## config.mk

```make
export PLATFORM = sky130hd
export DESIGN_NAME = instruction_fetch_flat
export DESIGN_NICKNAME = d
export VERILOG_FILES = /design/src/rtl/instruction_fetch_if.sv /design/src/rtl/instruction_fetch.sv /design/src/flat_wrapper.sv
export SDC_FILE = /design/constraint.sdc
export NUM_CORES = 1
export LEC_CHECK = 0
export BUFFER_PORTS_ARGS = -buffer_cell sky130_fd_sc_hd__buf_4
export CAP_MARGIN = 20
export CORE_ASPECT_RATIO = 0.7
export CORE_MARGIN = 2
export CORE_UTILIZATION = 50
export DETAILED_ROUTE_END_ITERATION = 16
export MAX_ROUTING_LAYER = met4
export PLACE_DENSITY = 0.8
export RECOVER_POWER = 25
export SLEW_MARGIN = 20
export SYNTH_ARGS = -nofsm -noshare
export SYNTH_HDL_FRONTEND = slang
export SYNTH_SLANG_ARGS = --single-unit
```

## constraint.sdc

```tcl
create_clock -name clk -period 3.4 [get_ports clk]
set_input_delay 0.68 -clock clk [delete_from_list [all_inputs] [get_ports clk]]
set_output_delay 0.68 -clock clk [all_outputs]
set_load 0.01 [all_outputs]
```

## src/rtl/instruction_fetch_if.sv

```systemverilog
// ---------------------------------------------------------------------------
// instruction_fetch_if
//   Bundles the two handshakes of the fetch stage plus the redirect port.
//   - imem_*      : one-at-a-time read channel to instruction memory
//   - instruction, pc, instr_valid / instr_ready : downstream to the decoder
//   - redirect, redirect_pc : branch/jump target from the back end
//   modport master : the fetch stage
//   modport slave  : the environment (memory, decoder, branch unit)
// ---------------------------------------------------------------------------
interface instruction_fetch_if #(
    parameter int ADDR_W = 8
);
    logic              imem_req;
    logic [ADDR_W-1:0] imem_addr;
    logic              imem_ack;
    logic [0:23]       imem_rdata;

    logic [0:23]       instruction;
    logic [ADDR_W-1:0] pc;
    logic              instr_valid;
    logic              instr_ready;

    logic              redirect;
    logic [ADDR_W-1:0] redirect_pc;

    modport master (
        output imem_req,
        output imem_addr,
        input  imem_ack,
        input  imem_rdata,
        output instruction,
        output pc,
        output instr_valid,
        input  instr_ready,
        input  redirect,
        input  redirect_pc
    );

    modport slave (
        input  imem_req,
        input  imem_addr,
        output imem_ack,
        output imem_rdata,
        input  instruction,
        input  pc,
        input  instr_valid,
        output instr_ready,
        output redirect,
        output redirect_pc
    );
endinterface

```

## src/rtl/instruction_fetch.sv

```systemverilog
// ---------------------------------------------------------------------------
// instruction_fetch
//   Front-end fetch stage of the 24-bit processor. Holds the fetch PC, issues
//   a single outstanding read to instruction memory, captures the returned
//   word and presents it to the field decoder with valid/ready. A redirect
//   squashes any in-flight or held word.
//
//   Ports
//     clk  : rising-edge clock
//     rst  : synchronous reset, active-high
//     bus  : instruction_fetch_if.master (imem channel, decoder handshake,
//            redirect)
//
//   state | meaning
//   IDLE  | after reset, one cycle before the first request
//   FETCH | request outstanding at fetch_pc
//   DRAIN | redirected mid-request; waiting for the stale ack to discard it
//   VALID | word held for the decoder until accepted or squashed
// ---------------------------------------------------------------------------
module instruction_fetch #(
    parameter int ADDR_W   = 8,
    parameter int RESET_PC = 0
) (
    input  logic                       clk,
    input  logic                       rst,
    instruction_fetch_if.master        bus
);

    typedef enum logic [1:0] {
        IDLE  = 2'd0,
        FETCH = 2'd1,
        DRAIN = 2'd2,
        VALID = 2'd3
    } state_t;

    localparam logic [ADDR_W-1:0] RST_PC = ADDR_W'(RESET_PC);

    state_t            state_q,         state_d;
    logic [ADDR_W-1:0] fetch_pc_q,      fetch_pc_d;
    logic [ADDR_W-1:0] fetch_pc_next_q, fetch_pc_next_d;
    logic [0:23]       instr_q,         instr_d;
    logic [ADDR_W-1:0] pc_q,            pc_d;

    always_ff @(posedge clk) begin
        if (rst) begin
            state_q         <= IDLE;
            fetch_pc_q      <= RST_PC;
            fetch_pc_next_q <= RST_PC;
            instr_q         <= 24'h000000;
            pc_q            <= '0;
        end else begin
            state_q         <= state_d;
            fetch_pc_q      <= fetch_pc_d;
            fetch_pc_next_q <= fetch_pc_next_d;
            instr_q         <= instr_d;
            pc_q            <= pc_d;
        end
    end

    always_comb begin
        state_d         = state_q;
        fetch_pc_d      = fetch_pc_q;
        fetch_pc_next_d = fetch_pc_next_q;
        instr_d         = instr_q;
        pc_d            = pc_q;

        case (state_q)
            IDLE: begin
                if (bus.redirect) begin
                    fetch_pc_d = bus.redirect_pc;
                end
                state_d = FETCH;
            end

            FETCH: begin
                if (bus.imem_ack) begin
                    if (bus.redirect) begin
                        // Returned word belongs to the old path: drop it and
                        // issue the target immediately.
                        fetch_pc_d = bus.redirect_pc;
                    end else begin
                        instr_d    = bus.imem_rdata;
                        pc_d       = fetch_pc_q;
                        fetch_pc_d = fetch_pc_q + ADDR_W'(1);
                        state_d    = VALID;
                    end
                end else if (bus.redirect) begin
                    // imem_addr must stay stable until the ack, so park the
                    // target and let the stale request complete.
                    fetch_pc_next_d = bus.redirect_pc;
                    state_d         = DRAIN;
                end
            end

            DRAIN: begin
                if (bus.imem_ack) begin
                    fetch_pc_d = bus.redirect ? bus.redirect_pc : fetch_pc_next_q;
                    state_d    = FETCH;
                end else if (bus.redirect) begin
                    fetch_pc_next_d = bus.redirect_pc;
                end
            end

            VALID: begin
                // Redirect wins over ready: the held word is squashed.
                if (bus.redirect) begin
                    fetch_pc_d = bus.redirect_pc;
                    state_d    = FETCH;
                end else if (bus.instr_ready) begin
                    state_d = FETCH;
                end
            end

            default: begin
                state_d = IDLE;
            end
        endcase
    end

    assign bus.imem_req    = (state_q == FETCH) || (state_q == DRAIN);
    assign bus.imem_addr   = fetch_pc_q;
    assign bus.instr_valid = (state_q == VALID);
    assign bus.instruction = instr_q;
    assign bus.pc          = pc_q;

endmodule

```

## src/flat_wrapper.sv

```systemverilog
// flat-port wrapper written by rule: the top's interface ports become plain ports
module instruction_fetch_flat 
#(
    parameter int ADDR_W   = 8,
    parameter int RESET_PC = 0
)
  (clk, rst, bus_imem_req, bus_imem_addr, bus_imem_ack, bus_imem_rdata, bus_instruction, bus_pc, bus_instr_valid, bus_instr_ready, bus_redirect, bus_redirect_pc);
  instruction_fetch_if #(.ADDR_W(ADDR_W)) bus_i ();
  input  logic clk;
  input  logic rst;
  output wire logic [$bits(bus_i.imem_req)-1:0] bus_imem_req;
  output wire logic [$bits(bus_i.imem_addr)-1:0] bus_imem_addr;
  input wire logic [$bits(bus_i.imem_ack)-1:0] bus_imem_ack;
  input wire logic [$bits(bus_i.imem_rdata)-1:0] bus_imem_rdata;
  output wire logic [$bits(bus_i.instruction)-1:0] bus_instruction;
  output wire logic [$bits(bus_i.pc)-1:0] bus_pc;
  output wire logic [$bits(bus_i.instr_valid)-1:0] bus_instr_valid;
  input wire logic [$bits(bus_i.instr_ready)-1:0] bus_instr_ready;
  input wire logic [$bits(bus_i.redirect)-1:0] bus_redirect;
  input wire logic [$bits(bus_i.redirect_pc)-1:0] bus_redirect_pc;
  assign bus_imem_req = bus_i.imem_req;
  assign bus_imem_addr = bus_i.imem_addr;
  assign bus_i.imem_ack = bus_imem_ack;
  assign bus_i.imem_rdata = bus_imem_rdata;
  assign bus_instruction = bus_i.instruction;
  assign bus_pc = bus_i.pc;
  assign bus_instr_valid = bus_i.instr_valid;
  assign bus_i.instr_ready = bus_instr_ready;
  assign bus_i.redirect = bus_redirect;
  assign bus_i.redirect_pc = bus_redirect_pc;
  instruction_fetch #(.ADDR_W(ADDR_W), .RESET_PC(RESET_PC)) u_core (.clk(clk), .rst(rst), .bus(bus_i));
endmodule
```

==> results.md, run 1 <==
- Root Driver: clkbuf_8
- CTS tree: built
- Syn Area/Cell: 8.32 µm²
- CP Class: reg -> reg
- ANT nets after route: 0
- CP max-delay cell: nand2_1
- Die H: between 60 and 70 µm
- NumNets Final: 377
- First-pass GRT wire length: 8.69 mm
- Worst clock skew: between 0.008 and 0.009 ns
- Vias in the first global route: 1888
- # clock sinks: 50
- Setup crit end kind: flop
- Asr flop ratio synth: 0
- Core area: 4330 µm²
- Clock power share: 0.267
- Max-cap violations: 0
- Sequential fraction of design power: 0.503
- Synth Flop Type: dfxtp_1
- Share of cells above drive strength 1: 0.211
- Total power: 1.31 mW
- LEAKAGE: 1.09 nW
- Register area share after synthesis: 0.444
- Number of distinct library cells after synthesis: 43
- Slew HR: 0.320
- Cell mode on critical path: nand2_1
- Gr ovfl total: 0
- Req. time, crit path: 3.57 ns
- Die W: 84.2 µm
- CTS resizes: 0
- Area Growth Syn to Fin: 23.7%
- Drt wl/cell: about 14 µm
- Post-route minimum period: 2.32 ns
- Switching share of power: 0.306
- Worst-path fanout max: 32
- Cells after DPL: 384
- Cts hold-fix bufs: 0
- Routability cong.: 0.935
- Startpoint types: flop
- PD cells: around 470 nW/µm²
- Worst path arrival time: about 2.5 ns
- I/O pin count: 79
- Hold WC Path Type: reg -> reg
- Max Freq: 431 MHz
- Setup ws final: 1.08 ns
- Ys Warns: 0
- DR DRC count: 0
- Buf/Inv on CP: 0
- Die outline area: around 5000 µm²
- Final period util: 0.683
- WL final: about 5.5 mm
- Row cnt: 20
- Max-slew violation count: 0
- Crit path cell chain: ha_1 -> nor2b_1 -> nand2_1 -> nand2_1 -> a21oi_1
- Vias: ~2100
- Clk buf depth: 2
- Syn_nets: 312
- EDFF count, synth: 0
- Worst-Skew Late Latency: 0.31 ns
- Worst-path clk slew: 0.09 ns
- DRT iter0 DRCs: 145
- Final hold vios: 0
- Final setup viols: 0
- Status: completed
- H-tree Lvls: 2
- Number of iterations in the first detailed-routing pass: 5
- CP max stage delay: 0.64 ns
- Internal power: 907 µW
- Final cell count without fillers: 392
- Worst-Margin Slew: 1.02 ns
- Critical path's top delay family: simple AND/OR/NAND/NOR gates
- Worst IR Drop VDD: 0.235 mV
- Syn Std Cell Area: 2250 µm²
- Initial antenna violation count: 0
- Ant. Diodes: 0
- Sw Pwr: 400 µW
- Vias per cell: 5.38
- Combinational fraction of design power: 0.229
- Largest net degree at the start of global routing: 52
- Min Hold Slack: 0.458 ns
- Port Buf Inserts: just under 80
- Starting Density: 0.521
- Mapped Cells: ~270
- #FFs+latches synth: 50
- GRT Total Usage: 0.222
- CTS Buf Count: 5
- Dpl ws: approximately 1.1 ns
- RSZ-0062 raised after global routing: no
- Total Neg Setup Slack: 0 ns
- Dpl hpwl: approximately 3.9 mm
- Setup bufs post-CTS: 0
worst paths after layout:
kind                                  start                             to  slack, ns  cells after the start
max reg2reg  u_core.state_q[0]$_SDFFE_PP0P_  u_core.bus.pc[1]$_SDFFE_PP0P_       1.08                      5
min reg2reg   u_core.bus.pc[4]$_SDFFE_PP0P_  u_core.bus.pc[4]$_SDFFE_PP0P_       0.46                      2
max          u_core.state_q[0]$_SDFFE_PP0P_  u_core.bus.pc[1]$_SDFFE_PP0P_       1.08                      5
min           u_core.bus.pc[4]$_SDFFE_PP0P_  u_core.bus.pc[4]$_SDFFE_PP0P_       0.46                      2
metal layers:
| metal | share of wire | vias up | track usage |
|---|---|---|---|
| li1 | - | 1057 | - |
| met3 | 0.068 | 2 | 0.0635 |
| met1 | 0.47 | 982 | 0.294 |
| met4 | 0.0035 | 0 | 0.0530 |
| met2 | 0.46 | 69 | 0.337 |
| met5 | 0 | - | - |
flip-flops by register name, indices dropped and copies added, names as in the netlist:
| register | count |
|---|---|
| u_core.bus.imem_addr | 8 |
| u_core.fetch_pc_next_q | 8 |
| u_core.bus.pc | 8 |
| u_core.state_q | 2 |
| u_core.bus.instruction | 24 |
logic make-up (layout without fill, tap and decap cells):
logic type | after synthesis | after routing | share of synthesized area
DFF | 50 | 50 | 0.444
xor gates and xnor gates | 1 | 1 | 0.00389
muxes | 12 | 12 | 0.0544
adders and majority gates | 4 | 4 | 0.0222
buffers and inverters | 29 | 95 | 0.0700
AOI/OAI and AO/OA | 72 | 72 | 0.208
and+or+nand+nor | 103 | 103 | 0.198
through the flow:
step	util	cell area (µm²)
after CTS	0.664	2870
after floorplan	-	2250
final	0.644	2790
after global placement	0.643	2780
after global routing	0.644	2790
after detailed placement	0.643	2780
tightest hold or removal path, stage by stage (launching register included):
cell and delay [ns]:
dfxtp_1 0.32, nand2_1 0.05, a21oi_1 0.05
layout make-up:
| type | instances | area, µm² |
|---|---|---|
| Fill cell | 403 | 1540 |
| Multi-Input combinational cell | 192 | 1090 |
| Sequential cell | 50 | 1000 |
| Timing Repair Buffer | 78 | 499 |
| Clock buffer | 5 | 68.8 |
| Tap cell | 55 | 68.8 |
| Inverter | 9 | 33.8 |
| Clock inverter | 3 | 21.3 |
Yosys cell counts, types with 2 or more instances:
| cell type | instances | share of area |
|---|---|---|
| nand2_1 | 72 | 0.12 |
| dfxtp_1 | 50 | 0.44 |
| a21oi_1 | 41 | 0.091 |
| nor2_1 | 11 | 0.018 |
| mux2i_1 | 10 | 0.044 |
| clkbuf_1 | 8 | 0.013 |
| inv_1 | 8 | 0.013 |
| buf_4 | 6 | 0.020 |
| a221oi_1 | 5 | 0.019 |
| ha_1 | 4 | 0.022 |
| o21ai_0 | 4 | 0.0089 |
| o32ai_1 | 4 | 0.016 |
| a211o_1 | 3 | 0.012 |
| buf_6 | 3 | 0.015 |
| nand2b_1 | 3 | 0.0083 |
| nand3_1 | 3 | 0.0067 |
| a21o_1 | 2 | 0.0067 |
| a22o_1 | 2 | 0.0078 |
| a32o_1 | 2 | 0.0089 |
| and2b_1 | 2 | 0.0067 |
| buf_2 | 2 | 0.0044 |
| mux2_2 | 2 | 0.010 |
| nor2b_1 | 2 | 0.0056 |
| nor3_1 | 2 | 0.0044 |
| nor4_1 | 2 | 0.0056 |
layout by cell type (no fill, tap or decap), types with 2 or more instances in the layout:
cell	instances
inv_1	8
o32ai_1	4
buf_4	55
a21oi_1	41
a22o_1	2
a221oi_1	5
mux2_2	2
nor3_1	2
nor2_1	11
nand3_1	3
mux2i_1	10
o21ai_0	4
nor2b_1	2
a32o_1	2
clkbuf_1	23
nand2b_1	3
a211o_1	3
and2b_1	2
nor4_1	2
ha_1	4
dfxtp_1	50
a21o_1	2
nand2_1	72
clkbuf_8	5
power by group through the flow:
stage	Clock, mW	Combinational [mW]	Sequential [mW]
after floorplan	0	0.194	0.676
after global placement	0	0.299	0.670
after detailed placement	0	0.304	0.671
after CTS	0.355	0.306	0.658
after global routing	0.382	0.330	0.665
final	0.350	0.299	0.658
Note: power is estimated with default switching activity, not from simulation.
==> inputs of run 2 (changes only) <==
- ABC_AREA: default -> 1
- CORE_UTILIZATION: 50 -> 46
- PLACE_DENSITY: 0.8 -> 0.76
- clock period: 3.4 -> 1.95 ns (I/O delays scaled with it)
==> results.md, run 2 <==
- Post-synth top cells: nand2_1, a21oi_1, dfxtp_1
- Synth top area cells: dfxtp_1, nand2_1, a21oi_1
- Final hold vios: 0 (unchanged)
- Asr flop ratio synth: 0 (unchanged)
- Cts hold-fix bufs: 0 (unchanged)
- H-tree Lvls: 2 (unchanged)
- Most numerous cell in the Yosys netlist: nand2_1
- Final setup viols: 0 (unchanged)
- Max-slew violation count: 0 (unchanged)
- GRT Total Usage: 0.212 (-0.00987)
- Register area share after synthesis: 0.404 (-0.0406)
- CTS resizes: 0 (unchanged)
- Die H: 65.4 µm (+8.8%)
- Die W: 91.8 µm (+8.9%)
- Dpl cell area: 3100 µm² (+11%)
- Dpl hpwl: 4.39 mm (+13%)
- Ys Warns: 0 (unchanged)
- Syn Area/Cell: 7.13 µm² (-14%)
- LEAKAGE: 1.31 nW (+21%)
- Worst-path fanout max: 11 (-66%)
- Worst-Margin Slew: 0.438 ns (-0.580 ns)
- Commonest non-fill, non-tap cell in the layout: nand2_1
- Routability cong.: 0.844 (-9.7%)
- Starting Density: 0.474 (-0.0464)
- Vias in the first global route: 2194 (+16%)
- Die outline area: 6000 µm² (+18%)
- Slew HR: 0.708 (+0.388)
- I/O pin count: 79 (unchanged)
- Gr ovfl total: 0 (unchanged)
- Fin area: 3110 µm² (+11%)
- First-pass GRT wire length: 10.0 mm (+15%)
- ANT nets after route: 0 (unchanged)
- WL final: 6.08 mm (+11%)
- Max reg flops: 24 (unchanged)
- Setup bufs post-CTS: 0 (unchanged)
- Number of distinct library cells after synthesis: 20 (-53%)
- RSZ-0062 raised after global routing: no
- Hold WC Path Type: in -> reg
- NumNets Final: 460 (+22%)
- # clock sinks: 50 (unchanged)
- Clk buf depth: 2 (unchanged)
- Status: completed
- DR DRC count: 0 (unchanged)
- Initial antenna violation count: 0 (unchanged)
- Area Growth Syn to Fin: 25.2%
- Max-cap violations: 0 (unchanged)
- Largest net degree at the start of global routing: 38 (-27%)
- Reg-to-reg setup timing slack: 0.28 ns (-0.80 ns)
- EDFF count, synth: 0 (unchanged)
- #FFs+latches synth: 50 (unchanged)
- Vias per cell: 5.06 (-5.9%)
- Core area: 5230 µm² (+21%)
- Fillers: 530 (+32%)
- Vias: 2491 (+18%)
- CTS tree: built
- Share of cells above drive strength 1: 0.226 (+0.0155)
- Number of iterations in the first detailed-routing pass: 5 (unchanged)
- Worst clock skew: 0.0109 ns (+0.00263 ns)
- Ant. Diodes: 0 (unchanged)
- Post-route minimum period: 1.83 ns
- Req. time, crit path: 1.56 ns (-2.01 ns)
- Commonest non-fill, non-tap cells in the layout: nand2_1, buf_4, a21oi_1
- Syn_nets: 389 (+25%)
- Worst-Skew Late Latency: 0.30 ns (about the same)
- CTS Buf Count: 5 (unchanged)
- PD cells: 809 nW/µm² (+73%)
- Mapped Cells: 348 (+28%)
- DRT iter0 DRCs: 122 (-16%)
- Max Freq: roughly 550 MHz
- CP Class: reg -> out
- Total Neg Setup Slack: 0 ns (unchanged)
- Syn Std Cell Area: 2480 µm² (+10%)
- Synth Flop Type: dfxtp_1
- Final period util: 0.940
- Port Buf Inserts: 78 (unchanged)
- Startpoint types: flop
- Post-synth top area cell: dfxtp_1
- Worst IR Drop VDD: 0.414 mV (+77%)
- Row cnt: 22 (+10%)
- Worst path arrival time: 1.44 ns (-1.05 ns)
- Setup crit end kind: output port
- Drt wl/cell: 12.4 µm (-12%)
- Root Driver: clkbuf_8
- Synth top area share: 0.404 (-0.0406)
- Worst-path clk slew: 0.10 ns (about the same)
==> run 2: final timing paths <==
kind                                            from                                      end  cells after the start
min reg2reg  u_core.bus.instruction[23]$_SDFFE_PP0P_  u_core.bus.instruction[23]$_SDFFE_PP0P_                      2
min                               bus_imem_rdata[18]   u_core.bus.instruction[5]$_SDFFE_PP0P_                      3
max reg2reg           u_core.state_q[0]$_SDFFE_PP0P_     u_core.bus.imem_addr[5]$_SDFFE_PP0P_                      7
max                   u_core.state_q[0]$_SDFFE_PP0P_                             bus_imem_req                      4
==> run 2: power breakdown <==
group	total (mW)	switching, mW	internal, mW
combinational	0.698	0.410	0.288
sequential	1.20	0.0880	1.11
clock	0.614	0.357	0.257
total	2.51	0.856	1.66
==> run 2: critical path, stage by stage (launching register included) <==
cell and delay (ns):
dfxtp_1 0.37, inv_1 0.07, ha_1 0.48, inv_1 0.08, buf_4 0.15
==> run 2: layout make-up <==
class	count	area (µm²)	area share
Clock buffer	5	68.8	0.0222
Clock inverter	3	23.8	0.00766
Inverter	28	105	0.0338
Multi-Input combinational cell	250	1250	0.402
Sequential cell	50	1000	0.322
Tap cell	72	90.1	0.0290
Timing Repair Buffer	84	569	0.183
==> run 2: metrics by stage <==
| stage | hold WS, ns | power [mW] | utilization | setup slack [ns] | instances |
|---|---|---|---|---|---|
| finish | 0.348 | 2.51 | 0.594 | 0.117 | 492 |
| global route | 0.332 | 2.68 | 0.594 | 0.0260 | 492 |
| CTS | 0.344 | 2.54 | 0.610 | 0.108 | 492 |
| detailed placement | 0.452 | 1.93 | 0.593 | 0.274 | 484 |
| global placement | 0.448 | 1.92 | 0.593 | 0.377 | 484 |
| floorplan | 0.472 | 1.66 | - | 0.483 | 348 |
==> run 2: layer usage <==
metal / vias to the layer above / GRT usage / share of wire
met1: 1138 / 0.281 / 0.46
met4: 0 / 0.0410 / 0.0025
met3: 4 / 0.0344 / 0.056
met2: 76 / 0.349 / 0.48
li1: 1273 / - / -
met5: - / - / 0
==> run 2: cell families (layout without fill, tap and decap cells) <==
family                   Yosys count  in the layout  synth area share
AND/OR/NAND/NOR                  165            165             0.317
flip-flops                        50             50             0.404
AO/OA/AOI/OAI                     81             81             0.166
adder cells (fa/ha/maj)            4              4            0.0202
buffers and inverters             48            120            0.0933
==> inputs of run 3 (changes only) <==
- CTS_CLUSTER_DIAMETER: default -> 40
- SETUP_SLACK_MARGIN: default -> 0.3
==> results.md, run 3 (synthesis results as in run 2) <==
- Max reg flops: 24 (unchanged)
- Setup crit end kind: output port
- Final period util: 0.815 (-0.125)
- Number of iterations in the first detailed-routing pass: 5 (unchanged)
- Final setup viols: 0 (unchanged)
- LEAKAGE: 1.33 nW (+1.4%)
- # clock sinks: 50 (unchanged)
- GRT Total Usage: 0.215 (+0.00334)
- H-tree Lvls: 2 (unchanged)
- Worst IR Drop VDD: 0.418 mV (+0.93%)
- Startpoint types: flop
- Cts hold-fix bufs: 0 (unchanged)
- ANT nets after route: 0 (unchanged)
- PD cells: 812 nW/µm² (+0.38%)
- Status: completed
- Max Freq: 629 MHz (+15%)
- Worst path arrival time: 1.20 ns (-0.24 ns)
- Final hold vios: 0 (unchanged)
- Min Hold Slack: 0.347 ns (-0.000646 ns)
- CTS Buf Count: 5 (unchanged)
- DRT iter0 DRCs: 113 (-7.4%)
- Root Driver: clkbuf_8
- Initial antenna violation count: 0 (unchanged)
- CP Class: reg -> out
- Routability cong.: 0.844 (unchanged)
- I/O pin count: 79 (unchanged)
- Vias per cell: 5.06 (about the same)
- Vias in the first global route: 2240 (+2.1%)
- Share of cells above drive strength 1: 0.241 (+0.0144)
- Dpl hpwl: 4.39 mm (unchanged)
- Vias: 2512 (+0.84%)
- Max-cap violations: 0 (unchanged)
- Hold WC Path Type: in -> reg
- CP max-delay cell: dfxtp_1
- Clk buf depth: 2 (unchanged)
- RSZ-0062 raised after global routing: yes
- WL final: 6.19 mm (+1.8%)
- Total Neg Setup Slack: 0 ns (unchanged)
- Gr ovfl total: 0 (unchanged)
- Starting Density: 0.474 (unchanged)
- Worst-path clk slew: 0.10 ns (about the same)
- Max-slew violation count: 0 (unchanged)
- Port Buf Inserts: 78 (unchanged)
- Row cnt: 22 (unchanged)
- Area Growth Syn to Fin: 27.1%
- Cell mode on critical path: inv_1
- Post-route minimum period: 1.59 ns (-0.244 ns)
- Die outline area: 6000 µm² (unchanged)
- Die W: 91.8 µm (unchanged)
- Worst clock skew: 0.00745 ns (-0.00348 ns)
- Crit path cell chain: inv_1 -> ha_4 -> inv_1 -> buf_4
- Fillers: 521 (-1.7%)
- CP max stage delay: 0.37 ns (-0.11 ns)
- Commonest non-fill, non-tap cell in the layout: nand2_1
- Die H: 65.4 µm (unchanged)
- Core area: 5230 µm² (unchanged)
- Worst-Skew Late Latency: 0.30 ns (about the same)
- Drt wl/cell: 12.5 µm (+0.97%)
- Worst-Margin Slew: 0.440 ns (+0.00193 ns)
- NumNets Final: 464 (+0.87%)
- Slew HR: 0.707 (-0.00128)
- First-pass GRT wire length: 10.2 mm (+1.6%)
- Commonest non-fill, non-tap cells in the layout: nand2_1, buf_4, a21oi_1
- Ant. Diodes: 0 (unchanged)
- DR DRC count: 0 (unchanged)
- Largest net degree at the start of global routing: 38 (unchanged)
- Worst-path fanout max: 3 (-8)
- CTS tree: built
- Req. time, crit path: 1.56 ns (about the same)
[run 3: cell types whose count changed in the layout (fill, tap and decap cells not counted)]
cell     delta
dfxtp_2     +1
buf_4       +4
ha_2        +1
ha_4        +1
dfxtp_1     -1
ha_1        -2
[run 3: through the flow]
step | cell area, µm² | worst slack [ns] | power [mW] | std cells | util
after floorplan | 2480 | 0.483 | 1.66 | 348 | -
after global placement | 3100 | 0.377 | 1.92 | 484 | 0.593
after detailed placement | 3100 | 0.274 | 1.93 | 484 | 0.593
after CTS | 3220 | 0.363 | 2.57 | 494 | 0.616
after global routing | 3150 | 0.288 | 2.73 | 496 | 0.603
final | 3150 | 0.361 | 2.56 | 496 | 0.603
[run 3: what timing repair did]
item,in CTS,in global routing
gates cloned,0,0
setup endpoints to repair,4,32
resized for setup,3,1
pin swaps,1,1
buffers inserted,2,2
[run 3: worst paths after layout]
path / startpoint / slack, ns / to / depth (start not counted)
max: u_core.state_q[0]$_SDFFE_PP0P_ / 0.36 / bus_imem_req / 4
min: bus_imem_rdata[18] / 0.35 / u_core.bus.instruction[5]$_SDFFE_PP0P_ / 3
max reg2reg: u_core.state_q[1]$_SDFFE_PP0P_ / 0.39 / u_core.bus.pc[7]$_SDFFE_PP0P_ / 8
min reg2reg: u_core.bus.instruction[23]$_SDFFE_PP0P_ / 0.46 / u_core.bus.instruction[23]$_SDFFE_PP0P_ / 2
[run 3: critical path: cells and delay by family, from the launching register on]
| kind | cells | cell delay (ns) |
|---|---|---|
| flip-flops | 1 | 0.37 |
| buffers and inverters | 3 | 0.27 |
| adder cells (fa/ha/maj) | 1 | 0.27 |
[run 3: layer usage]
layer / part of all wire / track usage / vias up
met5: 0 / - / -
met4: 0.0031 / 0.0410 / 0
li1: - / - / 1283
met2: 0.48 / 0.361 / 61
met3: 0.051 / 0.0344 / 2
met1: 0.47 / 0.281 / 1166
[run 3: where the power goes]
part           leakage (nW)  switching (mW)  internal [mW]
sequential            0.408          0.0918           1.11
combinational         0.881           0.423          0.322
clock                0.0408           0.354          0.257
[run 3: layout make-up]
class | instances | area, µm² | area share
clock inverters | 3 | 23.8 | 0.00754
flip-flops and latches | 50 | 1000 | 0.318
clock buffers | 5 | 68.8 | 0.0218
repair buffers | 88 | 599 | 0.190
multi-input cells | 250 | 1260 | 0.401
inverters | 28 | 105 | 0.0333
well taps | 72 | 90.1 | 0.0286
